## src/rtl/cnn_pkg.sv

```systemverilog
// rtl/cnn_pkg.sv - shared pixel width default, 3x3 window slice indices and window FSM state type
package cnn_pkg;

    localparam int PIX_W_DEF = 8;

    // Window slice index k = 3*r + c; r=0 is the oldest row, c=0 the leftmost column
    localparam int K_TL = 0;
    localparam int K_TM = 1;
    localparam int K_TR = 2;
    localparam int K_ML = 3;
    localparam int K_MM = 4;
    localparam int K_MR = 5;
    localparam int K_BL = 6;
    localparam int K_BM = 7;
    localparam int K_BR = 8;

    typedef enum logic [1:0] {
        IDLE   = 2'd0,
        ACTIVE = 2'd1,
        DONE   = 2'd2
    } win_state_t;

    function automatic int k_idx(input int r, input int c);
        return 3 * r + c;
    endfunction

endpackage

```

## src/rtl/pixel_window_gen_if.sv

```systemverilog
// rtl/pixel_window_gen_if.sv - pixel stream in / 3x3 window out bundle (win_count present under WIN_COUNT_EN)
interface pixel_window_gen_if
    import cnn_pkg::*;
#(
    parameter int PIX_W = PIX_W_DEF
) ();

    logic               pixel_valid;
    logic [PIX_W-1:0]   pixel_in;
    logic               frame_start;
    logic               win_valid;
    logic [9*PIX_W-1:0] win_out;
    logic               frame_done;
`ifdef WIN_COUNT_EN
    logic [15:0]        win_count;
`endif

    // Pixel source / window consumer side
    modport master (
        output pixel_valid, pixel_in, frame_start,
`ifdef WIN_COUNT_EN
        input  win_count,
`endif
        input  win_valid, win_out, frame_done
    );

    // Window generator side
    modport slave (
        input  pixel_valid, pixel_in, frame_start,
`ifdef WIN_COUNT_EN
        output win_count,
`endif
        output win_valid, win_out, frame_done
    );

endinterface

```

## src/rtl/line_buffer.sv

```systemverilog
// rtl/line_buffer.sv - single-port row buffer, combinational read of the old word, write on clock edge
module line_buffer #(
    parameter int DEPTH = 8,
    parameter int WIDTH = 8,
    parameter int AW    = $clog2(DEPTH)
) (
    input  logic             clk,
    input  logic             wr_en,
    input  logic [AW-1:0]    addr,
    input  logic [WIDTH-1:0] wr_data,
    output logic [WIDTH-1:0] rd_data
);

    logic [WIDTH-1:0] mem [DEPTH];

    // Read sees the pre-write contents of the same address in the write cycle
    assign rd_data = mem[addr];

    // Store the new word at the addressed column; contents are not reset
    always_ff @(posedge clk) begin
        if (wr_en) begin
            mem[addr] <= wr_data;
        end
    end

endmodule

```

## src/rtl/pixel_window_gen.sv

```systemverilog
// rtl/pixel_window_gen.sv - raster pixel stream to 3x3 sliding window generator; WIN_COUNT_EN adds win_count
module pixel_window_gen
    import cnn_pkg::*;
#(
    parameter int IMG_W = 8,
    parameter int IMG_H = 8,
    parameter int PIX_W = PIX_W_DEF
) (
    input  logic clk,
    input  logic rst_n,
    pixel_window_gen_if.slave pw
);

    localparam int CW = $clog2(IMG_W);
    localparam int RW = $clog2(IMG_H);
    localparam logic [CW-1:0] COL_LAST = CW'(IMG_W - 1);
    localparam logic [RW-1:0] ROW_LAST = RW'(IMG_H - 1);

    win_state_t state, state_next;

    logic [CW-1:0] col;
    logic [RW-1:0] row;
    logic          accept;
    logic          restart;
    logic [CW-1:0] pos_col;
    logic [RW-1:0] pos_row;
    logic          last_pix;
    logic          win_hit;

    logic [PIX_W-1:0]   lb0_rd;
    logic [PIX_W-1:0]   lb1_rd;
    logic [PIX_W-1:0]   sr      [3][3];
    logic [PIX_W-1:0]   sr_next [3][3];
    logic [9*PIX_W-1:0] win_next;
    logic               win_valid_q;
    logic               frame_done_q;
    logic [9*PIX_W-1:0] win_out_q;

    // FSM state register
    always_ff @(posedge clk or negedge rst_n) begin
        if (!rst_n) begin
            state <= IDLE;
        end else begin
            state <= state_next;
        end
    end

    // FSM next state: DONE is a single dead cycle before returning to IDLE
    always_comb begin
        state_next = state;
        case (state)
            IDLE:    if (accept) state_next = ACTIVE;
            ACTIVE:  if (accept && last_pix) state_next = DONE;
            DONE:    state_next = IDLE;
            default: state_next = IDLE;
        endcase
    end

    // FSM outputs: which pixels are taken, and which ones restart the frame at (0,0)
    always_comb begin
        accept  = 1'b0;
        restart = 1'b0;
        case (state)
            IDLE: begin
                if (pw.pixel_valid && pw.frame_start) begin
                    accept  = 1'b1;
                    restart = 1'b1;
                end
            end
            ACTIVE: begin
                if (pw.pixel_valid) begin
                    accept  = 1'b1;
                    restart = pw.frame_start;
                end
            end
            default: ;
        endcase
    end

    assign pos_col  = restart ? '0 : col;
    assign pos_row  = restart ? '0 : row;
    assign last_pix = (pos_row == ROW_LAST) && (pos_col == COL_LAST);
    assign win_hit  = (pos_row >= RW'(2)) && (pos_col >= CW'(2));

    // Row-1 buffer takes the live pixel; row-2 buffer takes what row-1 held at this column
    line_buffer #(.DEPTH(IMG_W), .WIDTH(PIX_W), .AW(CW)) u_line0 (
        .clk     (clk),
        .wr_en   (accept),
        .addr    (pos_col),
        .wr_data (pw.pixel_in),
        .rd_data (lb0_rd)
    );

    line_buffer #(.DEPTH(IMG_W), .WIDTH(PIX_W), .AW(CW)) u_line1 (
        .clk     (clk),
        .wr_en   (accept),
        .addr    (pos_col),
        .wr_data (lb0_rd),
        .rd_data (lb1_rd)
    );

    // Column shift: drop the leftmost column, append {row-2, row-1, live} on the right
    always_comb begin
        for (int c = 0; c < 2; c++) begin
            for (int r = 0; r < 3; r++) begin
                sr_next[c][r] = sr[c+1][r];
            end
        end
        sr_next[2][0] = lb1_rd;
        sr_next[2][1] = lb0_rd;
        sr_next[2][2] = pw.pixel_in;
    end

    // Flatten the post-shift window into slice order k = 3*r + c
    always_comb begin
        win_next = '0;
        for (int r = 0; r < 3; r++) begin
            for (int c = 0; c < 3; c++) begin
                win_next[k_idx(r, c)*PIX_W +: PIX_W] = sr_next[c][r];
            end
        end
    end

    // Window column registers advance on every accepted pixel
    always_ff @(posedge clk) begin
        if (accept) begin
            for (int c = 0; c < 3; c++) begin
                for (int r = 0; r < 3; r++) begin
                    sr[c][r] <= sr_next[c][r];
                end
            end
        end
    end

    // Position counters hold the coordinate the next accepted pixel will take
    always_ff @(posedge clk or negedge rst_n) begin
        if (!rst_n) begin
            col <= '0;
            row <= '0;
        end else if (accept) begin
            if (last_pix) begin
                col <= '0;
                row <= '0;
            end else if (pos_col == COL_LAST) begin
                col <= '0;
                row <= pos_row + RW'(1);
            end else begin
                col <= pos_col + CW'(1);
                row <= pos_row;
            end
        end
    end

    // Registered outputs; win_out only changes when a full window is emitted
    always_ff @(posedge clk or negedge rst_n) begin
        if (!rst_n) begin
            win_valid_q  <= 1'b0;
            frame_done_q <= 1'b0;
            win_out_q    <= '0;
        end else begin
            win_valid_q  <= accept && win_hit;
            frame_done_q <= accept && last_pix;
            if (accept && win_hit) begin
                win_out_q <= win_next;
            end
        end
    end

    assign pw.win_valid  = win_valid_q;
    assign pw.frame_done = frame_done_q;
    assign pw.win_out    = win_out_q;

`ifdef WIN_COUNT_EN
    logic [15:0] win_count_q;

    // Windows emitted in the current frame; cleared by an accepted frame_start
    always_ff @(posedge clk or negedge rst_n) begin
        if (!rst_n) begin
            win_count_q <= '0;
        end else if (accept && restart) begin
            win_count_q <= '0;
        end else if (accept && win_hit) begin
            win_count_q <= win_count_q + 16'd1;
        end
    end

    assign pw.win_count = win_count_q;
`endif

endmodule

```

## src/flat_wrapper.sv

```systemverilog
// flat-port wrapper written by rule: the top's interface ports become plain ports
module pixel_window_gen_flat import cnn_pkg::*;
#(
    parameter int IMG_W = 8,
    parameter int IMG_H = 8,
    parameter int PIX_W = PIX_W_DEF
)
  (clk, rst_n, pw_pixel_valid, pw_pixel_in, pw_frame_start, pw_win_valid, pw_win_out, pw_frame_done);
  pixel_window_gen_if #(.PIX_W(PIX_W)) pw_i ();
  input  logic clk;
  input  logic rst_n;
  input wire logic [$bits(pw_i.pixel_valid)-1:0] pw_pixel_valid;
  input wire logic [$bits(pw_i.pixel_in)-1:0] pw_pixel_in;
  input wire logic [$bits(pw_i.frame_start)-1:0] pw_frame_start;
  output wire logic [$bits(pw_i.win_valid)-1:0] pw_win_valid;
  output wire logic [$bits(pw_i.win_out)-1:0] pw_win_out;
  output wire logic [$bits(pw_i.frame_done)-1:0] pw_frame_done;
  assign pw_i.pixel_valid = pw_pixel_valid;
  assign pw_i.pixel_in = pw_pixel_in;
  assign pw_i.frame_start = pw_frame_start;
  assign pw_win_valid = pw_i.win_valid;
  assign pw_win_out = pw_i.win_out;
  assign pw_frame_done = pw_i.frame_done;
  pixel_window_gen #(.IMG_W(IMG_W), .IMG_H(IMG_H), .PIX_W(PIX_W)) u_core (.clk(clk), .rst_n(rst_n), .pw(pw_i));
endmodule
```

## config.mk

```make
export PLATFORM = sky130hd
export DESIGN_NAME = pixel_window_gen_flat
export DESIGN_NICKNAME = d
export VERILOG_FILES = /design/src/rtl/cnn_pkg.sv /design/src/rtl/pixel_window_gen_if.sv /design/src/rtl/line_buffer.sv /design/src/rtl/pixel_window_gen.sv /design/src/flat_wrapper.sv
export SDC_FILE = /design/constraint.sdc
export NUM_CORES = 1
export LEC_CHECK = 0
export BUFFER_PORTS_ARGS = -buffer_cell sky130_fd_sc_hd__buf_2
export CAP_MARGIN = 20
export CORE_MARGIN = 2
export CORE_UTILIZATION = 40
export CTS_CLUSTER_DIAMETER = 30
export DETAILED_ROUTE_END_ITERATION = 7
export SYNTH_ARGS = -nofsm -noshare
export SYNTH_HDL_FRONTEND = slang
export SYNTH_SLANG_ARGS = --single-unit
export TNS_END_PERCENT = 5
```

## constraint.sdc

```tcl
create_clock -name clk -period 6.6 [get_ports clk]
set_input_delay 1.32 -clock clk [delete_from_list [all_inputs] [get_ports clk]]
set_output_delay 1.32 -clock clk [all_outputs]
set_load 0.01 [all_outputs]
```

* After elaboration in Yosys (flattened, before gate mapping)
Memory sizes are Yosys's and may differ from the RTL's.
Index checks and enable logic that the tools add are counted.
** Word-level totals
- Register bits :: 82
- Memory bits (writable) :: 200
- Output and inout port bits :: 74
- Memories kept :: 3
** Cells by class
- Add/sub/neg operators :: 2
- Magnitude comparators :: 2
- Eq/ne operators :: 5
- Muxes and demuxes :: 16
- Reductions and logical operators :: 7
** Memories
- u_core.sr :: words 3, width 24, rd ports 2, clocked after Yosys merged registers in 0, write ports 3, line pixel_window_gen.sv:32 : logic [PIX_W-1:0] sr [3][3];
- u_core.u_line0.mem :: words 8, width 8, rd ports 1, clocked after Yosys merged registers in 0, write ports 1, line line_buffer.sv:14 : logic [WIDTH-1:0] mem [DEPTH];
- u_core.u_line1.mem :: words 8, width 8, rd ports 1, clocked after Yosys merged registers in 0, write ports 1, line line_buffer.sv:14
** Operators by type and width (count)
- 3-bit 2-to-1 mux :: 6
- 3-bit by 1-bit adder with 3-bit output (second input constant) :: 2
- 3-bit equality test (second input constant) :: 2
- 3-bit by 2-bit >= comparator with 1-bit output (second input constant) :: 2
- 1-bit logical AND :: 5
- 1-bit 2-to-1 mux :: 5
- 2-bit 2-to-1 mux :: 2
- 2-bit by 1-bit inequality test with 1-bit output (second input constant) :: 2
- 1-bit one-hot mux with 2 select lines :: 2
- 2-bit one-hot mux with 2 select lines :: 1
- 2-bit by 1-bit equality test with 1-bit output (second input constant) :: 1
- 2-bit zero test :: 1
- 2-bit AND reduction :: 1

* Longest topological paths before layout
- Depth after elaboration :: 9
- Gate-level depth with buffers :: 10
- Mapped depth without buffers :: 8

* Modules after synthesis
From an unflattened synthesis, not the netlist that was laid out.
** Second synthesis, totals
- Cells, all modules :: 497
- Area, all modules :: 10060.9 um^2
** Modules (own cells, without submodules)
- line_buffer :: instances 2, cells each 121, area an instance 2555.0 um^2, seq. area each 1921.8 um^2
- pixel_window_gen :: instances 1, cells each 255, area an instance 4951.0 um^2, seq. area each 3493.4 um^2

* Least setup slack after synthesis
No wires, ideal clock.
- Path type :: input to register
- Start :: in pw_frame_start
- End :: mem u_core.u_line0.mem[6][0] (enable)
- Setup time :: 409 ps
- Data arrival time :: 5095 ps
- Data required time :: 6191 ps
- Slack :: 1096 ps
- Cell stages on the path :: 4
- Cell sequence :: nor2_1 -> nor3b_2 -> nand2b_1 -> nor3_1
** On the way
- Longest elaborated chain between the ends :: 5
** Ends and longest elaborated chain
- start, declared :: line flat_wrapper.sv:14 : input wire logic [$bits(pw_i.frame_start)-1:0] pw_frame_start;
- 1-bit logical AND :: line pixel_window_gen.sv:65 : if (pw.pixel_valid && pw.frame_start) begin
- 1-bit 2-to-1 mux :: line pixel_window_gen.sv:65
- 1-bit one-hot mux with 2 select lines :: line pixel_window_gen.sv:63 : case (state)
- net u_core.accept :: line pixel_window_gen.sv:23 : logic accept;
- 1-bit 2-to-1 mux :: line line_buffer.sv:21 : if (wr_en) begin
- 1-bit 2-to-1 mux (not written as such) :: line line_buffer.sv:22 : mem[addr] <= wr_data;
- end, declared :: line line_buffer.sv:14
The timed path passes the listed nets, and every way through them passes these cells.

* Worst setup path after layout
- Start :: in pw_frame_start
- End :: mem u_core.u_line1.mem[2][6] (enable)
** On the way
- Longest elaborated chain between the ends :: 5
** Ends and longest elaborated chain (line)
- 1-bit logical AND :: pixel_window_gen.sv:65
- 1-bit 2-to-1 mux :: pixel_window_gen.sv:65
- 1-bit one-hot mux with 2 select lines :: pixel_window_gen.sv:63
- net u_core.accept :: pixel_window_gen.sv:23
- 1-bit 2-to-1 mux :: line_buffer.sv:21
- 1-bit 2-to-1 mux (not written as such) :: line_buffer.sv:22
- end, declared :: line_buffer.sv:14
The timed path passes the listed nets, and every way through them passes these cells.

==> key figures <==
Outcome
  – Status: finished clean

Global route
  – GR Overflow Total: 0
  – Initial antenna violation count: 0
  – Largest net degree at the start of global routing: 90
  – First-pass GRT wire length: about 32000 um
  – Gr usage total: 15.7%
  – Number of global-route vias before repair: ~5600

Clock network
  – TritonCTS Sinks: roughly 260
  – Post-cts sizing count: 0
  – Post-CTS Setup Bufs: 0
  – Root buffer selected by CTS: clkbuf_16
  – Clock-pin slew on the worst setup and hold paths: ~0.05 ns
  – CTS tree: yes
  – Max clock buf depth: 3
  – # hold bufs at CTS: 0
  – CTS Buf Count: 52
  – CTS HTree Levels: 2
  – Worst skew pair latency: 0.55 ns

STA
  – Tightest Pin Transition: just over 1 ns
  – Post-Route Skew: about 0.027 ns
  – Setup-violating endpoint count in the final report: 0
  – F_max: a little over 300 MHz
  – Minimum clock period: 3.30 ns
  – Max Slew Vio Count: 0
  – Period Utilization, post-route: 50.0%
  – RSZ-0062 raised after global routing: no
  – Final hold vios: 0
  – Sum Neg Setup Slack: 0 ns
  – Slew headroom: a little under a third

Final layout
  – # fillers: 2052
  – Final nets: approximately 710
  – Commonest non-fill, non-tap cell in the layout: edfxtp_1
  – ANT cells: 0
  – Multi-input gate area: approximately 2500 sq um
  – Layout cells sized above 1: between 30 and 40%
  – Register area: 7340 sq um
  – Final instance area: about 13000 sq um
  – Final cell utilization of the core: about 50%
  – Area delta synth->final: 26.1%
  – Commonest non-fill, non-tap cells in the layout: edfxtp_1, buf_2, dfrtp_1, mux2_4, clkbuf_16

Synth
  – Seq/Total Area, Yosys: between 70% and 80%
  – Synthesized Nets: roughly 590
  – Mapped Area: 10100 sq um
  – Synth Warn #: 0
  – #FFs+latches synth: 258
  – Avg Cell Area, Syn: 17.6 sq um
  – Cell count after synthesis: 572
  – Yosys cell types: 36

Place
  – Placement Cell Area: between 10000 and 15000 sq um
  – GP Congestion: 0.756
  – Hpwl dp: approximately 12000 um
  – Count of input and output buffers: 85

Power and ir drop
  – Leak pwr: 0.00527 uW
  – Worst VDD drop: 0.222 mV
  – Switching Share: a little over a quarter
  – Seq pwr share: 38.6%
  – Cell Pwr Density: 483 nW/um^2
  – Sw Pwr: about 1600 uW
  – Combinational share of power: a little under a fifth
  – P_int: approximately 4500 uW
  – Clock power frac: 43.0%

Floorplan
  – Site Rows: 58
  – Core ar.: about 25000 sq um
  – Die ar.: about 26000 sq um
  – Starting Density: just over 40%
  – Die Width: about 160 um
  – IO Pins: 86
  – Die Y-Extent: about 160 um

Critical path
  – Critical path endpoint category: register
  – Crit-path max FO: 57
  – Slowest CP cell: nor3_2
  – Most used cell, CP: buf_4
  – Worst-path cell chain: buf_2, nor2_1, nor3b_4, buf_4, nand2b_1, nor3_2, buf_4
  – CP max stage delay: between 0.6 and 0.7 ns
  – Required time of the critical path: slightly below 7 ns
  – Crit start category: input port
  – Worst EP arrival: between 3 and 4 ns
  – Setup CP Type: in2reg

Drt
  – DR vias: between 5000 and 6000
  – DRC: 0
  – Routed WL: around 20000 um
  – Vias per cell: between 5 and 6
  – Post-route ant nets: 0
  – Pre-antenna DRT Iters: 5
  – DR iter-0 viols: between 300 and 400
  – Drt wl/cell: around 19 um

Hold path
  – Type of the most critical hold path: reg2reg

Run
  – Max Cap Viol: 0
## per-layer routing
| layer | track usage [%] | up-vias | wire (um) |
|---|---|---|---|
| li1 | - | 2447 | - |
| met1 | 20.1 | 2733 | 8830 |
| met3 | 3.51 | 40 | 907 |
| met4 | 5.55 | 0 | 408 |
| met5 | 0 | - | 0 |
| met2 | 26.2 | 148 | 10200 |
## logic make-up (layout without fill, tap and decap cells)
logic type,count (synthesis),after routing,synth area share (%)
DFF,258,258,72.9
AOI/OAI and AO/OA,40,40,4.19
and+or+nand+nor,129,129,6.34
muxes,107,107,13.5
adders and majority gates,5,5,0.622
buffers and inverters,33,196,2.43
## flip-flops by register name, summed over array words and instances (netlist names)
| name | cells |
|---|---|
| u_core.row | 3 |
| u_core.sr | 48 |
| u_core.state | 2 |
| u_core.pw.win_valid | 1 |
| u_core.col | 3 |
| u_core.u_line1.mem | 64 |
| u_core.pw.frame_done | 1 |
| u_core.pw.win_out | 72 |
| u_core.u_line0.mem | 64 |
## through the flow
step	worst slack [ns]	total power, uW	hold WS (ns)	std cells
final	3.30	6120	0.446	1065
after global routing	2.98	6390	0.465	1065
after CTS	3.21	6190	0.445	1063
after detailed placement	2.67	3530	0.440	966
after global placement	2.74	3500	0.432	966
after floorplan	1.10	3070	0.427	572
## path summary, 6_finish.rpt
| kind | from | endpoint | slack, ns | cells past startpoint |
|---|---|---|---|---|
| min in group asynchronous | rst_n | u_core.pw.win_out[24] | 0.66 | 1 |
| max | pw_frame_start | u_core.u_line1.mem[2][6] | 3.30 | 7 |
| max in group asynchronous | rst_n | u_core.pw.win_out[42] | 5.29 | 2 |
| min | u_core.sr[2][14] | u_core.sr[1][14] | 0.45 | 0 |
| max reg2reg | u_core.col[0] | u_core.u_line1.mem[1][0] | 3.57 | 3 |
| min reg2reg | u_core.sr[2][14] | u_core.sr[1][14] | 0.45 | 0 |
## power groups by stage
stage	combinational (uW)	sequential, uW	clock (uW)
after floorplan	653	2420	0
after global placement	1120	2380	0
after detailed placement	1140	2400	0
after CTS	1140	2370	2670
after global routing	1230	2410	2750
final	1130	2370	2630
## synth_stat cells
master       n  area share (%)
ha_1         5            0.62
and3b_1      1           0.087
buf_4        8            0.60
edfxtp_1   176              53
nand2_1     33             1.2
a22o_1       1           0.087
nor3_1      54             2.7
nor2_1      22            0.82
nand2b_1     4            0.25
a2111oi_2   13             1.9
mux2_2       4            0.45
and2_1       6            0.37
mux2i_1     47             4.7
o21a_1       1           0.075
a21oi_2      2            0.17
mux2_4      56             8.4
buf_2       12            0.60
nor3b_2      2            0.25
nand3b_4     1            0.20
nand3_1      1           0.050
inv_1        2           0.075
a21oi_1     13            0.65
and3_1       1           0.062
buf_6       10             1.1
a211oi_1     1           0.075
a31oi_1      2            0.12
dfrtp_1     82              20
o21ai_1      1           0.050
o22ai_1      1           0.062
and4bb_2     1            0.12
a32o_1       2            0.20
o31ai_4      1            0.21
and4_1       1           0.087
clkbuf_1     1           0.037
nor2b_1      2            0.12
a2111oi_4    2            0.55
## worst max-delay path, delay by kind of cell
kind,cells,cell delay (ns)
buffers and inverters,3,1.02
and+or+nand+nor,4,1.17
## layout make-up
type,count,share of cell area [%]
Clock buffer,65,11.2
Inverter,2,0.0592
Multi-Input combinational cell,281,20.1
Sequential cell,258,57.8
Clock inverter,32,3.04
Tap cell,330,3.25
Timing Repair Buffer,97,4.50
Power figures use the tool's default switching activity.
